[src/rtl/omp_supp_sel.sv]
// OMP support selection: argmax of |correlation| over one stream of N_ATOMS samples,
// appended to the support-index RAM with a running support count.
module omp_supp_sel #(
    parameter int unsigned DWIDTH   = 32,
    parameter int unsigned AWIDTH   = 7,
    parameter int unsigned MEM_SIZE = 128,
    parameter int unsigned N_ATOMS  = 256,
    parameter int unsigned IWIDTH   = 8
) (
    input  logic              clk,
    input  logic              rst,
    input  logic              start,
    input  logic              clear,
    input  logic [DWIDTH-1:0] corr_data,
    input  logic              corr_valid,
    output logic              corr_ready,
    output logic [AWIDTH-1:0] addr0,
    output logic              ce0,
    output logic              we0,
    output logic [DWIDTH-1:0] d0,
    output logic [AWIDTH:0]   supp_cnt,
    output logic [IWIDTH-1:0] sel_idx,
    output logic [DWIDTH-1:0] sel_mag,
    output logic              busy,
    output logic              full,
    output logic              done
);

    localparam int unsigned SWIDTH = AWIDTH + 1;

    typedef enum logic [1:0] {IDLE, SCAN, WRITE, DONE} state_t;

    state_t            state, state_nxt;
    logic [IWIDTH-1:0] cnt, best_idx, idx_nxt;
    logic [DWIDTH-1:0] best_mag, mag;
    logic              hs, last_beat, upd;

    // State register
    always_ff @(posedge clk) begin
        if (rst) state <= IDLE;
        else     state <= state_nxt;
    end

    // Next-state logic
    always_comb begin
        state_nxt = state;
        unique case (state)
            IDLE:    if (!clear && start && !full) state_nxt = SCAN;
            SCAN:    if (last_beat) state_nxt = WRITE;
            WRITE:   state_nxt = DONE;
            DONE:    state_nxt = IDLE;
            default: state_nxt = IDLE;
        endcase
    end

    // State-decoded outputs; a reset in WRITE suppresses the RAM write that cycle
    always_comb begin
        corr_ready = (state == SCAN);
        busy       = (state == SCAN) || (state == WRITE);
        done       = (state == DONE);
        ce0        = (state == WRITE) && !rst;
        we0        = (state == WRITE) && !rst;
        full       = (supp_cnt == SWIDTH'(MEM_SIZE));
    end

    // Magnitude compare; the most negative sample maps to 2^(DWIDTH-1) unsaturated
    always_comb begin
        hs        = corr_valid && corr_ready;
        mag       = corr_data[DWIDTH-1] ? (~corr_data + DWIDTH'(1)) : corr_data;
        upd       = hs && (mag > best_mag);
        idx_nxt   = upd ? cnt : best_idx;
        last_beat = hs && (cnt == IWIDTH'(N_ATOMS - 1));
    end

    // Datapath registers
    always_ff @(posedge clk) begin
        if (rst) begin
            cnt      <= '0;
            best_idx <= '0;
            best_mag <= '0;
            supp_cnt <= '0;
            sel_idx  <= '0;
            sel_mag  <= '0;
            addr0    <= '0;
            d0       <= '0;
        end else begin
            unique case (state)
                IDLE: begin
                    if (clear) begin
                        supp_cnt <= '0;
                    end else if (start && !full) begin
                        cnt      <= '0;
                        best_idx <= '0;
                        best_mag <= '0;
                    end
                end
                SCAN: begin
                    if (hs) begin
                        cnt <= cnt + IWIDTH'(1);
                        if (upd) begin
                            best_mag <= mag;
                            best_idx <= cnt;
                        end
                        // Address and data are staged so they hold after the write
                        if (last_beat) begin
                            addr0 <= supp_cnt[AWIDTH-1:0];
                            d0    <= DWIDTH'(idx_nxt);
                        end
                    end
                end
                WRITE: begin
                    supp_cnt <= supp_cnt + SWIDTH'(1);
                    sel_idx  <= best_idx;
                    sel_mag  <= best_mag;
                end
                default: ;
            endcase
        end
    end

endmodule

[config.mk]
export PLATFORM = sky130hd
export DESIGN_NAME = omp_supp_sel
export DESIGN_NICKNAME = d
export VERILOG_FILES = /design/src/rtl/omp_supp_sel.sv
export SDC_FILE = /design/constraint.sdc
export NUM_CORES = 1
export LEC_CHECK = 0
export CAP_MARGIN = 25
export CORE_MARGIN = 2
export CORE_UTILIZATION = 51
export DETAILED_ROUTE_END_ITERATION = 10
export GPL_TIMING_DRIVEN = 0
export HOLD_SLACK_MARGIN = 0.08
export PLACE_DENSITY = 0.9
export SYNTH_ARGS = -nofsm -noshare
export SYNTH_HDL_FRONTEND = slang
export SYNTH_SLANG_ARGS = --single-unit
[constraint.sdc]
create_clock -name clk -period 11.25 [get_ports clk]
set_input_delay 1.125 -clock clk [delete_from_list [all_inputs] [get_ports clk]]
set_output_delay 1.125 -clock clk [all_outputs]
set_load 0.02 [all_outputs]
Word-level counts from Yosys, hierarchy flattened:

Index checks and enable logic that the tools add are counted.

* output and inout bits: 93
* register bits after elaboration: 113
* word-level logic and storage cells: 63
* memory bits (writable): 0
* memories kept: 0
* bits in latches: 0
* input bits: 37
* memory bits (read-only): 0

* reductions and logical operators: 19
* muxes and demuxes: 18
* shift-type cells: 0
* $lt $le $gt $ge: 1
* multiply operators: 0
* bitwise logic cells: 1
* divide/modulo/power cells: 0
* add/subtract/negate cells: 3
* eq/ne operators: 12

Operators with widths (count)
* 32-bit two-way mux: 5
* 32-bit one-hot mux with 2 select lines: 1
* 8-bit two-way mux: 6
* 8-bit one-hot mux with 2 select lines: 3
* 32-bit by 1-bit adder with 32-bit output (second input constant): 1
* 32-bit greater-than comparator: 1
* 32-bit NOT: 1
* 8-bit by 1-bit adder with 8-bit output (second input constant): 2
* 8-bit equality test (second input constant): 2
* 2-bit != test (second input constant): 4
* 2-bit one-hot mux with 4 select lines: 1
* 1-bit logical AND: 7
* 2-bit by 1-bit != test with 1-bit output (second input constant): 3
* 5-bit AND reduction: 1
* 2-bit equality test (second input constant): 2
* 2-bit two-way mux: 2
* 2-bit AND reduction: 2
* 4-bit AND reduction: 1
* 2-bit nonzero test: 2
* 1-bit zero test: 3
* 3-bit AND reduction: 1
* 2-bit by 1-bit equality test with 1-bit output (second input constant): 1
* 2-bit zero test: 1
* 1-bit logical OR: 1

Longest topological paths before layout:

Gate-level depths: netlist of run 1.

* depth after elaboration: 8
* depth in mapped cells: 16
* gate-level depth less buffers: 15

Least setup slack after synthesis of run 1:

OpenSTA, ideal clock, no wires.

* path kind: in2reg
* start point: in corr_data[3]
* end point: reg best_idx[0]
* required time: 11.133 ns
* library setup time: 0.117 ns
* arrival: 4.747 ns
* stages on the path: 15
* slack: 6.386 ns
* path buffers: 2
* cell sequence: or3_1 -> or4_1 -> buf_2 -> or4_4 -> o31ai_4 -> xnor2_1 -> ha_1 -> nand4_1 -> nor4_1 -> a21oi_1 -> o21ai_0 -> o31ai_4 -> nor2b_1 -> clkbuf_1 -> a22o_1

* word-level cells in the longest chain between the ends: 8

Ends and longest elaborated chain
* start, declared: line 14 `input logic [DWIDTH-1:0] corr_data,`
* 32-bit NOT: line 69 `mag = corr_data[DWIDTH-1] ? (~corr_data + DWIDTH'(1)) : corr_data;`
* 32-bit by 1-bit adder with 32-bit output: line 69
* 32-bit two-way mux (*): line 69
* 32-bit greater-than comparator (*): line 70 `upd = hs && (mag > best_mag);`
* 1-bit logical AND (*): line 70
* 8-bit two-way mux (*) (2 in a row)
* 8-bit one-hot mux with 2 select lines (*)
* end signal, assigned: line 102 `best_idx <= cnt;`
* end, declared: line 34 `logic [IWIDTH-1:0] cnt, best_idx, idx_nxt;`

Mark *: on every way between the ends. The rest lies on a longest branch, timed or not. The select of a mux whose other input is x is not followed.
A chain may end at the register's enable or synchronous reset.

Worst setup path after layout of run 1:

* start point: in corr_data[9]
* end point: reg best_idx[3]

Same word-level chain as after synthesis.

==> flow_metrics.env, run 1 <==
export IMPL_synthAdderAreaFrac_pct=8.734
export IMPL_yosys_area_share_simple_pct=15.76
export IMPL_power_leakage_nw=2.784
export IMPL_first_iter_violations=288
export IMPL_ant_nets=0
export IMPL_io_buffer_count=105
export IMPL_hold_buffers=0
export IMPL_power_density_nw_per_um2=154.8
export IMPL_reg2reg_to="best_idx[3]$_SDFFE_PP0P_"
export IMPL_yosysUniqueCellTypes=48
export IMPL_synthMuxAreaShare_pct=7.336
export IMPL_netlist_area_um2=5730
export IMPL_hold_violations=0
export IMPL_clock_latency_ns=0.53
export IMPL_fin_nets=859
export IMPL_tns_ns=0
export IMPL_drv_slew=0
export IMPL_outcome="completed"
export IMPL_max_cap_violations=0
export IMPL_vias=5224
export IMPL_crit_path_start="corr_data[9]"
export IMPL_cts_tree="yes"
export IMPL_post_drt_wl_per_cell_um=16.72
export IMPL_period_share_pct=52.14
export IMPL_dieArea_um2=12100
export IMPL_hp_class="reg -> reg"
export IMPL_ys_flop_type="dfxtp_1"
export IMPL_num_rows=38
export IMPL_overflow=0
export IMPL_synth_async_reset_ratio_pct=0
export IMPL_place_gp_congestion=0.8841
export IMPL_cp_end_kind="flop"
export IMPL_yosysWarnings=0
export IMPL_synth_compound_area_share_pct=14.54
export IMPL_grt_pass1_vias=5280
export IMPL_cp_max_fo=10
export IMPL_dpl_hpwl_mm=11.10
export IMPL_reg2reg_from="best_mag[31]$_SDFFE_PP0P_"
export IMPL_fin_area_um2=7615
export IMPL_setup_viol=0
export IMPL_drc_errors=0
export IMPL_start_util_pct=52.63
export IMPL_power_internal_mw=0.8165
export IMPL_cts_path_max_buffers=2
export IMPL_grt_use_met3_pct=6.820
export IMPL_p_sw_mw=0.3626
export IMPL_numCtsBuffers=17
export IMPL_grt_max_degree=17
export IMPL_synthCells=635
export IMPL_reg2reg_setup_slack_ns=7.93
export IMPL_cts_resized=0
export IMPL_cts_max_level=4
export IMPL_dpl_cell_count=903
export IMPL_critPathArrivalTime_ns=6.32
export IMPL_cp_required_ns=11.71
export IMPL_worst_r2r_cell_count=9
export IMPL_num_io_pins=130
export IMPL_diodes=0
export IMPL_antenna_found_initial=0
export IMPL_stdcell_count=935
export IMPL_cts_sinks=113
export IMPL_routed_via_density=5.587
export IMPL_critPathKind="in -> reg"
export IMPL_grt_use_met1_pct=31.14
export IMPL_clkTransAtPathRegs_ns=0.06
export IMPL_placedInstanceArea_um2=7043
export IMPL_worst_slew_pin_slew_ns=0.7974
export IMPL_synth_seq_cells=113
export IMPL_cp_endpoint="best_idx[3]$_SDFFE_PP0P_"
export IMPL_synthXorXnorAreaFrac_pct=6.266
export IMPL_skew_ns=0.01861
export IMPL_fmax_ghz=0.1705
export IMPL_grt_usage_pct=27.15
export IMPL_drt_wl_total_mm=15.64
export IMPL_fill_cells=825
export IMPL_coreArea_um2=10890
export IMPL_max_slew_margin_pct=46.84
export IMPL_swShare_pct=30.75
export IMPL_power_frac_comb_pct=20.8
export IMPL_grt_use_met2_pct=47.50
export IMPL_die_h_um=110
export IMPL_synth_avg_cell_area_um2=9.024
export IMPL_period_minus_slack_ns=5.866
export IMPL_synthToLayoutAreaGrowth_pct=32.88
export IMPL_rsz0062_at_grt="no"
export IMPL_synth_top_family_by_area="simple AND/OR/NAND/NOR gates"
export IMPL_ir_drop_mv=0.1234
export IMPL_dieWidth_um=110
export IMPL_critPathLaunchType="primary input"
export IMPL_drtPass1Iterations=5
export IMPL_post_cts_buffers=0
export IMPL_ys_seq_area_share_pct=39.48
export IMPL_grt_busiest_layer="met2"
export IMPL_cts_root_buf="clkbuf_8"
export IMPL_clockPowerShare_pct=44.5
export IMPL_grt_pass1_wl_mm=25.35
export IMPL_drive_gt1_share_pct=8.553
export IMPL_p_seq_share_pct=34.7
export IMPL_synth_edf_count=0
-- layer usage --
layer	vias up	wire (um)
li1	2471	-
met1	2440	5997
met2	272	7926
met3	41	1306
met4	0	406
met5	-	0
-- state kept, by name, indices dropped and copies added, names as in the netlist --
register	flops
d0	8
sel_mag	32
supp_cnt	8
best_mag	32
state	2
sel_idx	8
best_idx	8
addr0	7
cnt	8
-- power by group through the flow --
stage	clock, mW	combinational [mW]	sequential (mW)
4_1_cts	0.526	0.242	0.410
6_report	0.524	0.245	0.410
5_1_grt	0.544	0.264	0.410
2_1_floorplan	0	0.164	0.418
3_5_place_dp	0	0.236	0.418
3_3_place_gp	0	0.225	0.418
-- worst max-delay path: stages --
cell,delay [ns]
clkdlybuf4s50_1,0.55
nor4_1,0.58
nand4_1,0.30
or2_2,0.39
nand2b_1,0.18
o21ai_0,0.27
xnor2_1,0.15
ha_1,0.30
nand4_1,0.15
nor4_1,0.56
nand2_1,0.18
o31ai_4,0.50
nor2b_1,0.39
clkbuf_1,0.46
a22o_1,0.24
-- worst min path at each step --
| stage | from | endpoint | slack, ns | cells past startpoint |
|---|---|---|---|---|
| CTS | addr0[3]$_SDFFE_PP0P_ | addr0[3]$_SDFFE_PP0P_ | 0.46 | 2 |
| detailed placement | addr0[3]$_SDFFE_PP0P_ | addr0[3]$_SDFFE_PP0P_ | 0.45 | 2 |
| finish | addr0[3]$_SDFFE_PP0P_ | addr0[3]$_SDFFE_PP0P_ | 0.46 | 2 |
| global placement | addr0[4]$_SDFFE_PP0P_ | addr0[4]$_SDFFE_PP0P_ | 0.45 | 2 |
| global route | addr0[2]$_SDFFE_PP0P_ | addr0[2]$_SDFFE_PP0P_ | 0.49 | 2 |
| floorplan | best_idx[0]$_SDFFE_PP0P_ | best_idx[0]$_SDFFE_PP0P_ | 0.46 | 1 |
-- per-stage QoR --
stage | worst slack (ns) | hold slack (ns) | util (%) | power, mW
final | 5.384 | 0.4633 | 69.94 | 1.179
after global routing | 5.121 | 0.4878 | 69.94 | 1.219
after CTS | 5.583 | 0.4631 | 69.94 | 1.177
after detailed placement | 5.135 | 0.4547 | 64.69 | 0.6545
after global placement | 5.312 | 0.4456 | 64.69 | 0.6428
after floorplan | 6.386 | 0.4634 | - | 0.5818
-- synthesized netlist by cell type (2+ instances only) --
master / number / area, um^2
xnor2_1: 34 / 297.8
buf_2: 4 / 20.02
ha_1: 40 / 500.5
a211oi_1: 4 / 30.03
inv_1: 39 / 146.4
a21o_1: 4 / 30.03
or3_1: 6 / 37.54
a22o_1: 40 / 350.3
or2_2: 3 / 18.77
nand2b_1: 4 / 25.02
nor2_1: 79 / 296.5
clkbuf_1: 20 / 75.07
nor4_1: 7 / 43.79
o21ai_0: 12 / 60.06
a21oi_1: 26 / 130.1
o31ai_1: 11 / 82.58
o31ai_4: 2 / 42.54
nand2_1: 38 / 142.6
o21ai_1: 2 / 10.01
nor2b_1: 5 / 31.28
buf_1: 5 / 18.77
or4_1: 3 / 22.52
buf_4: 25 / 187.7
nand4_1: 12 / 75.07
and3_1: 2 / 12.51
nand3_1: 10 / 50.05
mux2i_1: 42 / 420.4
dfxtp_1: 113 / 2262
o21a_1: 2 / 15.01
nor3_1: 17 / 85.08
xor2_1: 7 / 61.31
-- cells by family after synthesis --
family,count (synthesis)
XOR/XNOR,41
AND/OR/NAND/NOR,193
multiplexers,42
flip-flops,113
other,1
AO/OA/AOI/OAI,112
buffers and inverters,93
adder cells (fa/ha/maj),40
-- cells in the final DEF (no fill, tap or decap), types with 2 or more instances in the layout --
master	netlist	final
clkbuf_1	20	20
nor2b_1	5	5
a22o_1	40	40
inv_6	0	5
nor4_1	7	7
nand2_1	38	38
inv_1	39	39
o21ai_1	2	2
clkinvlp_4	0	4
o31ai_4	2	2
buf_1	5	5
o21ai_0	12	12
nor2_1	79	79
nand4_1	12	12
o31ai_1	11	11
or2_2	3	3
dfxtp_1	113	113
or4_1	3	3
bufinv_16	0	2
buf_4	25	25
a21o_1	4	4
and3_1	2	2
nor3_1	17	17
clkbuf_16	0	16
mux2i_1	42	42
clkinv_2	0	3
a21oi_1	26	26
conb_1	1	24
xnor2_1	34	34
ha_1	40	40
xor2_1	7	7
clkdlybuf4s50_1	0	105
o21a_1	2	2
buf_2	4	4
nand2b_1	4	4
or3_1	6	6
a211oi_1	4	4
nand3_1	10	10
-- final cells by class --
type	count	area [um^2]	share of cell area, %
plain buffers	54	301.5	3.960
multi-input cells	452	3107	40.80
inverters	39	146.4	1.922
flip-flops and latches	113	2262	29.71
repair buffers	105	1051	13.80
well taps	140	175.2	2.300
clock inverters	15	157.7	2.070
clock buffers	17	414.1	5.439
No activity file was read; power rests on OpenSTA's default activity.
==> run 2: changes to the inputs <==
- clock period: 11.25 -> 5.4 ns (I/O delays scaled with it)
==> run 2 against run 1 <==
Against the previous run:
- setup slack worse by 5.1 ns
- hold slack is essentially flat
- clock skew is 0.0043 ns lower
- total power increased by 110%
- sequential power is 110% higher
- sequential cell count is the same
- global-route usage is the same
- register-to-register slack got worse by 5.7 ns
- utilization rose by 0.17 points
- die area unchanged
- non-clock buffer count stayed put
- largest cell class unchanged
- highest routed layer unchanged
==> flow_metrics.env, run 2 (same netlist as run 1, synthesis figures left out) <==
export IMPL_drv_slew=0
export IMPL_fin_area_um2=7634
export IMPL_rsz0062_at_grt="yes"
export IMPL_diodes=0
export IMPL_clock_latency_ns=0.53
export IMPL_dpl_hpwl_mm=11.10
export IMPL_slowest_delay_ns=0.52
export IMPL_grt_busiest_layer="met2"
export IMPL_max_cap_violations=0
export IMPL_place_gp_congestion=0.8841
export IMPL_cp_endpoint="best_mag[19]$_SDFFE_PP0P_"
export IMPL_cts_tree="yes"
export IMPL_post_drt_wl_per_cell_um=16.87
export IMPL_period_minus_slack_ns=5.121
export IMPL_drive_gt1_share_pct=8.931
export IMPL_numCtsBuffers=17
export IMPL_overflow=0
export IMPL_die_h_um=110
export IMPL_dp_slack_ns=-0.1304
export IMPL_coreArea_um2=10890
export IMPL_ir_drop_mv=0.2566
export IMPL_reg2reg_setup_slack_ns=2.19
export IMPL_crit_path_start="corr_data[3]"
export IMPL_dieWidth_um=110
export IMPL_cts_path_max_buffers=2
export IMPL_fmax_ghz=0.1953
export IMPL_layout_common_cells="dfxtp_1, clkdlybuf4s50_1, nor2_1"
export IMPL_slowest_stage="o31ai_4"
export IMPL_hold_violations=0
export IMPL_critPathLaunchType="primary input"
export IMPL_grt_usage_pct=27.15
export IMPL_cp_max_fo=10
export IMPL_antenna_found_initial=0
export IMPL_grt_use_met1_pct=31.14
export IMPL_synthToLayoutAreaGrowth_pct=33.21
export IMPL_grt_pass1_wl_mm=25.35
export IMPL_power_density_nw_per_um2=322.2
export IMPL_fill_cells=822
export IMPL_worst_r2r_cell_count=9
export IMPL_cp_end_kind="flop"
export IMPL_cts_root_buf="clkbuf_8"
export IMPL_top_regs="best_mag (32), sel_mag (32)"
export IMPL_clkTransAtPathRegs_ns=0.06
export IMPL_final_common_cell="dfxtp_1"
export IMPL_num_io_pins=130
export IMPL_hold_buffers=0
export IMPL_reg2reg_to="best_mag[19]$_SDFFE_PP0P_"
export IMPL_hold_depth=2
export IMPL_outcome="completed"
export IMPL_ant_nets=0
export IMPL_dieArea_um2=12100
export IMPL_grt_use_met2_pct=47.50
export IMPL_start_util_pct=52.63
export IMPL_crit_chain="clkdlybuf4s50_1 > or3_1 > or3b_1 > or2_2 > nand2b_1 > o21ai_0 > xnor2_1 > ha_1 > nand4_1 > nor4_2 > nand2_1 > o31ai_4 > nor2b_1 > clkbuf_1 > a22o_1"
export IMPL_cts_sinks=113
export IMPL_first_iter_violations=267
export IMPL_max_slew_margin_pct=47.95
export IMPL_cts_max_level=4
export IMPL_cp_required_ns=5.87
export IMPL_reg2reg_from="best_mag[31]$_SDFFE_PP0P_"
export IMPL_critPathKind="in -> reg"
export IMPL_num_rows=38
export IMPL_grt_use_met3_pct=6.820
export IMPL_skew_ns=0.01427
export IMPL_hp_class="reg -> reg"
export IMPL_drc_errors=0
export IMPL_grt_pass1_vias=5280
export IMPL_grt_max_degree=17
export IMPL_period_share_pct=94.84
export IMPL_io_buffer_count=105
export IMPL_routed_via_density=5.596
export IMPL_placedInstanceArea_um2=7043
export IMPL_setup_ws_ns=0.2786
export IMPL_vias=5232
export IMPL_final_core_util_pct=70.11
export IMPL_worst_slew_pin_slew_ns=0.7807
export IMPL_power_leakage_nw=2.784
export IMPL_critPathArrivalTime_ns=5.59
export IMPL_setup_viol=0
export IMPL_drtPass1Iterations=5
export IMPL_drt_wl_total_mm=15.77
export IMPL_fin_nets=859
## run 2: layout make-up
class                   instances  area [um^2]  share of cell area (%)
plain buffers                  54        301.5                   3.950
well taps                     140        175.2                   2.295
flip-flops and latches        113         2262                   29.63
repair buffers                105         1051                   13.77
multi-input cells             452         3126                   40.94
clock inverters                15        157.7                   2.065
inverters                      39        146.4                   1.918
clock buffers                  17        414.1                   5.425
## run 2: power by group
group / internal (mW) / total (mW) / switching [mW]
logic: 0.198 / 0.514 / 0.316
clock network: 0.660 / 1.09 / 0.432
registers: 0.843 / 0.854 / 0.0103
total: 1.70 / 2.46 / 0.758
## run 2: worst min-delay path by stage
stage                               endpoint  slack (ns)                startpoint
finish                 addr0[3]$_SDFFE_PP0P_        0.46     addr0[3]$_SDFFE_PP0P_
global route           addr0[2]$_SDFFE_PP0P_        0.49     addr0[2]$_SDFFE_PP0P_
CTS                    addr0[3]$_SDFFE_PP0P_        0.46     addr0[3]$_SDFFE_PP0P_
detailed placement     addr0[3]$_SDFFE_PP0P_        0.45     addr0[3]$_SDFFE_PP0P_
global placement       addr0[4]$_SDFFE_PP0P_        0.45     addr0[4]$_SDFFE_PP0P_
floorplan           best_idx[0]$_SDFFE_PP0P_        0.46  best_idx[0]$_SDFFE_PP0P_
## run 2: routing by layer
metal	routed length, um	vias to the layer above
li1	-	2465
met1	6096	2450
met2	7934	272
met3	1263	45
met4	478	0
met5	0	-
## run 2: critical path, delay by kind of cell
family                     cells  cell delay, ns
adders and majority gates      1            0.30
and+or+nand+nor                8            2.63
buffers and inverters          2            0.93
xor gates and xnor gates       1            0.15
AOI/OAI and AO/OA              3            1.04
## run 2: timing repair
action / CTS / global route
resized for setup: 0 / 3
setup endpoints to repair: 0 / 40
buffers inserted: 0 / 0
## run 2: stage by stage
| stage | instances | TNS [ns] | hold WS (ns) | power (mW) |
|---|---|---|---|---|
| 2_1_floorplan | 658 | 0 | 0.4634 | 1.212 |
| 3_3_place_gp | 903 | 0 | 0.4456 | 1.339 |
| 3_5_place_dp | 903 | -4.100 | 0.4547 | 1.363 |
| 4_1_cts | 935 | 0 | 0.4631 | 2.451 |
| 5_1_grt | 935 | -0.008832 | 0.4878 | 2.541 |
| 6_report | 935 | 0 | 0.4631 | 2.459 |
==> run 3: changes to the inputs <==
- GPL_TIMING_DRIVEN: 0 -> 1
==> run 3 against run 2 <==
Against the previous run:
- clock skew shrank 0.0080 ns
- critical path depth is the same
- first-iteration DRC count grew 21%
- cell area shrank 2.6%
- clock-buffer cell count grew 1
- non-clock buffer count shrank 46
- register-to-register slack gained 0.32 ns
- combinational power shrank 4.5%
- largest cell class unchanged
- highest routed layer unchanged
==> flow_metrics.env, run 3 (same netlist as run 1, synthesis figures left out) <==
export IMPL_antenna_found_initial=0
export IMPL_skew_ns=0.006254
export IMPL_overflow=0
export IMPL_synthToLayoutAreaGrowth_pct=29.74
export IMPL_routed_via_density=5.656
export IMPL_critPathKind="in -> reg"
export IMPL_cp_required_ns=5.85
export IMPL_dpl_hpwl_mm=10.48
export IMPL_critPathArrivalTime_ns=5.15
export IMPL_drv_slew=0
export IMPL_grt_pass1_wl_mm=23.98
export IMPL_whs_ns=0.4550
export IMPL_drtPass1Iterations=5
export IMPL_clock_latency_ns=0.52
export IMPL_cts_sinks=113
export IMPL_top_regs="best_mag (32), sel_mag (32)"
export IMPL_ir_drop_mv=0.1905
export IMPL_hold_depth=2
export IMPL_fin_nets=813
export IMPL_hold_buffers=0
export IMPL_drive_gt1_share_pct=6.676
export IMPL_dp_slack_ns=0.2668
export IMPL_clkTransAtPathRegs_ns=0.06
export IMPL_setup_ws_ns=0.7049
export IMPL_num_rows=38
export IMPL_grt_usage_pct=25.61
export IMPL_max_slew_margin_pct=49.69
export IMPL_numCtsBuffers=17
export IMPL_worst_r2r_cell_count=9
export IMPL_drc_errors=0
export IMPL_cts_resized=0
export IMPL_grt_pass1_vias=4969
export IMPL_worst_slew_pin_slew_ns=0.7546
export IMPL_start_util_pct=52.63
export IMPL_hold_violations=0
export IMPL_power_density_nw_per_um2=338.4
export IMPL_ant_nets=0
export IMPL_drt_wl_total_mm=14.90
export IMPL_first_iter_violations=322
export IMPL_cts_path_max_buffers=2
export IMPL_final_common_cell="dfxtp_1"
export IMPL_post_cts_buffers=0
export IMPL_dpl_cell_count=856
export IMPL_period_share_pct=86.95
export IMPL_hp_class="reg -> reg"
export IMPL_cp_end_kind="flop"
export IMPL_cp_max_fo=21
export IMPL_setup_viol=0
export IMPL_post_drt_wl_per_cell_um=16.76
export IMPL_cts_root_buf="clkbuf_8"
export IMPL_place_gp_congestion=0.9118
export IMPL_grt_max_degree=47
export IMPL_diodes=0
export IMPL_power_leakage_nw=2.671
export IMPL_vias=5028
export IMPL_fmax_ghz=0.2130
export IMPL_max_cap_violations=0
export IMPL_cts_tree="yes"
export IMPL_die_h_um=110
export IMPL_rsz0062_at_grt="no"
export IMPL_num_io_pins=130
export IMPL_critPathLaunchType="primary input"
export IMPL_outcome="completed"
export IMPL_dieWidth_um=110
export IMPL_tns_ns=0
export IMPL_io_buffer_count=105
export IMPL_coreArea_um2=10890
export IMPL_layout_common_cells="dfxtp_1, clkdlybuf4s50_1, nor2_1"
export IMPL_dieArea_um2=12100
export IMPL_cts_max_level=4
export IMPL_period_minus_slack_ns=4.695
export IMPL_stdcell_count=889
## run 3: final cells by class
| type | count | area (um^2) |
|---|---|---|
| sequential | 113 | 2262 |
| tap | 140 | 175.2 |
| clock buffer | 18 | 417.9 |
| timing repair buffer | 113 | 1114 |
| fill | 764 | 3453 |
| multi-input combinational | 452 | 3118 |
| clock inverter | 14 | 201.4 |
| inverter | 39 | 146.4 |
## run 3: worst max-delay path, stage by stage
cell	delay, ns
clkdlybuf4s50_1	0.57
nor4_1	0.56
nand4_1	0.27
or2_2	0.39
nand2b_1	0.18
o21ai_0	0.22
xnor2_1	0.13
ha_1	0.31
nand4_1	0.17
nor4_1	0.42
nand2_1	0.16
o31ai_4	0.48
nor2b_2	0.26
buf_4	0.27
a22o_1	0.20
## run 3: routing by layer
layer  vias to the layer above  share of wire, %  global-route usage, %
li1                       2377                 -                      -
met2                       262                49                  44.35
met3                        38               7.8                  6.232
met4                         0               2.5                  8.951
met5                         -                 0                      0
met1                      2351                41                  30.88
## run 3: worst paths after layout
| check | startpoint | end | slack [ns] |
|---|---|---|---|
| setup / recovery | corr_data[9] | best_idx[5]$_SDFFE_PP0P_ | 0.70 |
| setup reg to reg | best_mag[14]$_SDFFE_PP0P_ | best_idx[5]$_SDFFE_PP0P_ | 2.51 |
| hold / removal | addr0[5]$_SDFFE_PP0P_ | addr0[5]$_SDFFE_PP0P_ | 0.46 |
| hold reg to reg | addr0[5]$_SDFFE_PP0P_ | addr0[5]$_SDFFE_PP0P_ | 0.46 |
## run 3: metrics by stage
| step | total power [mW] | instance area [um^2] | util [%] |
|---|---|---|---|
| after floorplan | 1.212 | 5817 | - |
| after global placement | 1.319 | 6800 | 62.46 |
| after detailed placement | 1.344 | 6800 | 62.46 |
| after CTS | 2.516 | 7420 | 68.15 |
| after global routing | 2.605 | 7435 | 68.28 |
| final | 2.516 | 7435 | 68.28 |
## run 3: power by group
group	internal [mW]	switching, mW
sequential	0.843	0.0109
combinational	0.185	0.307
clock	0.756	0.414
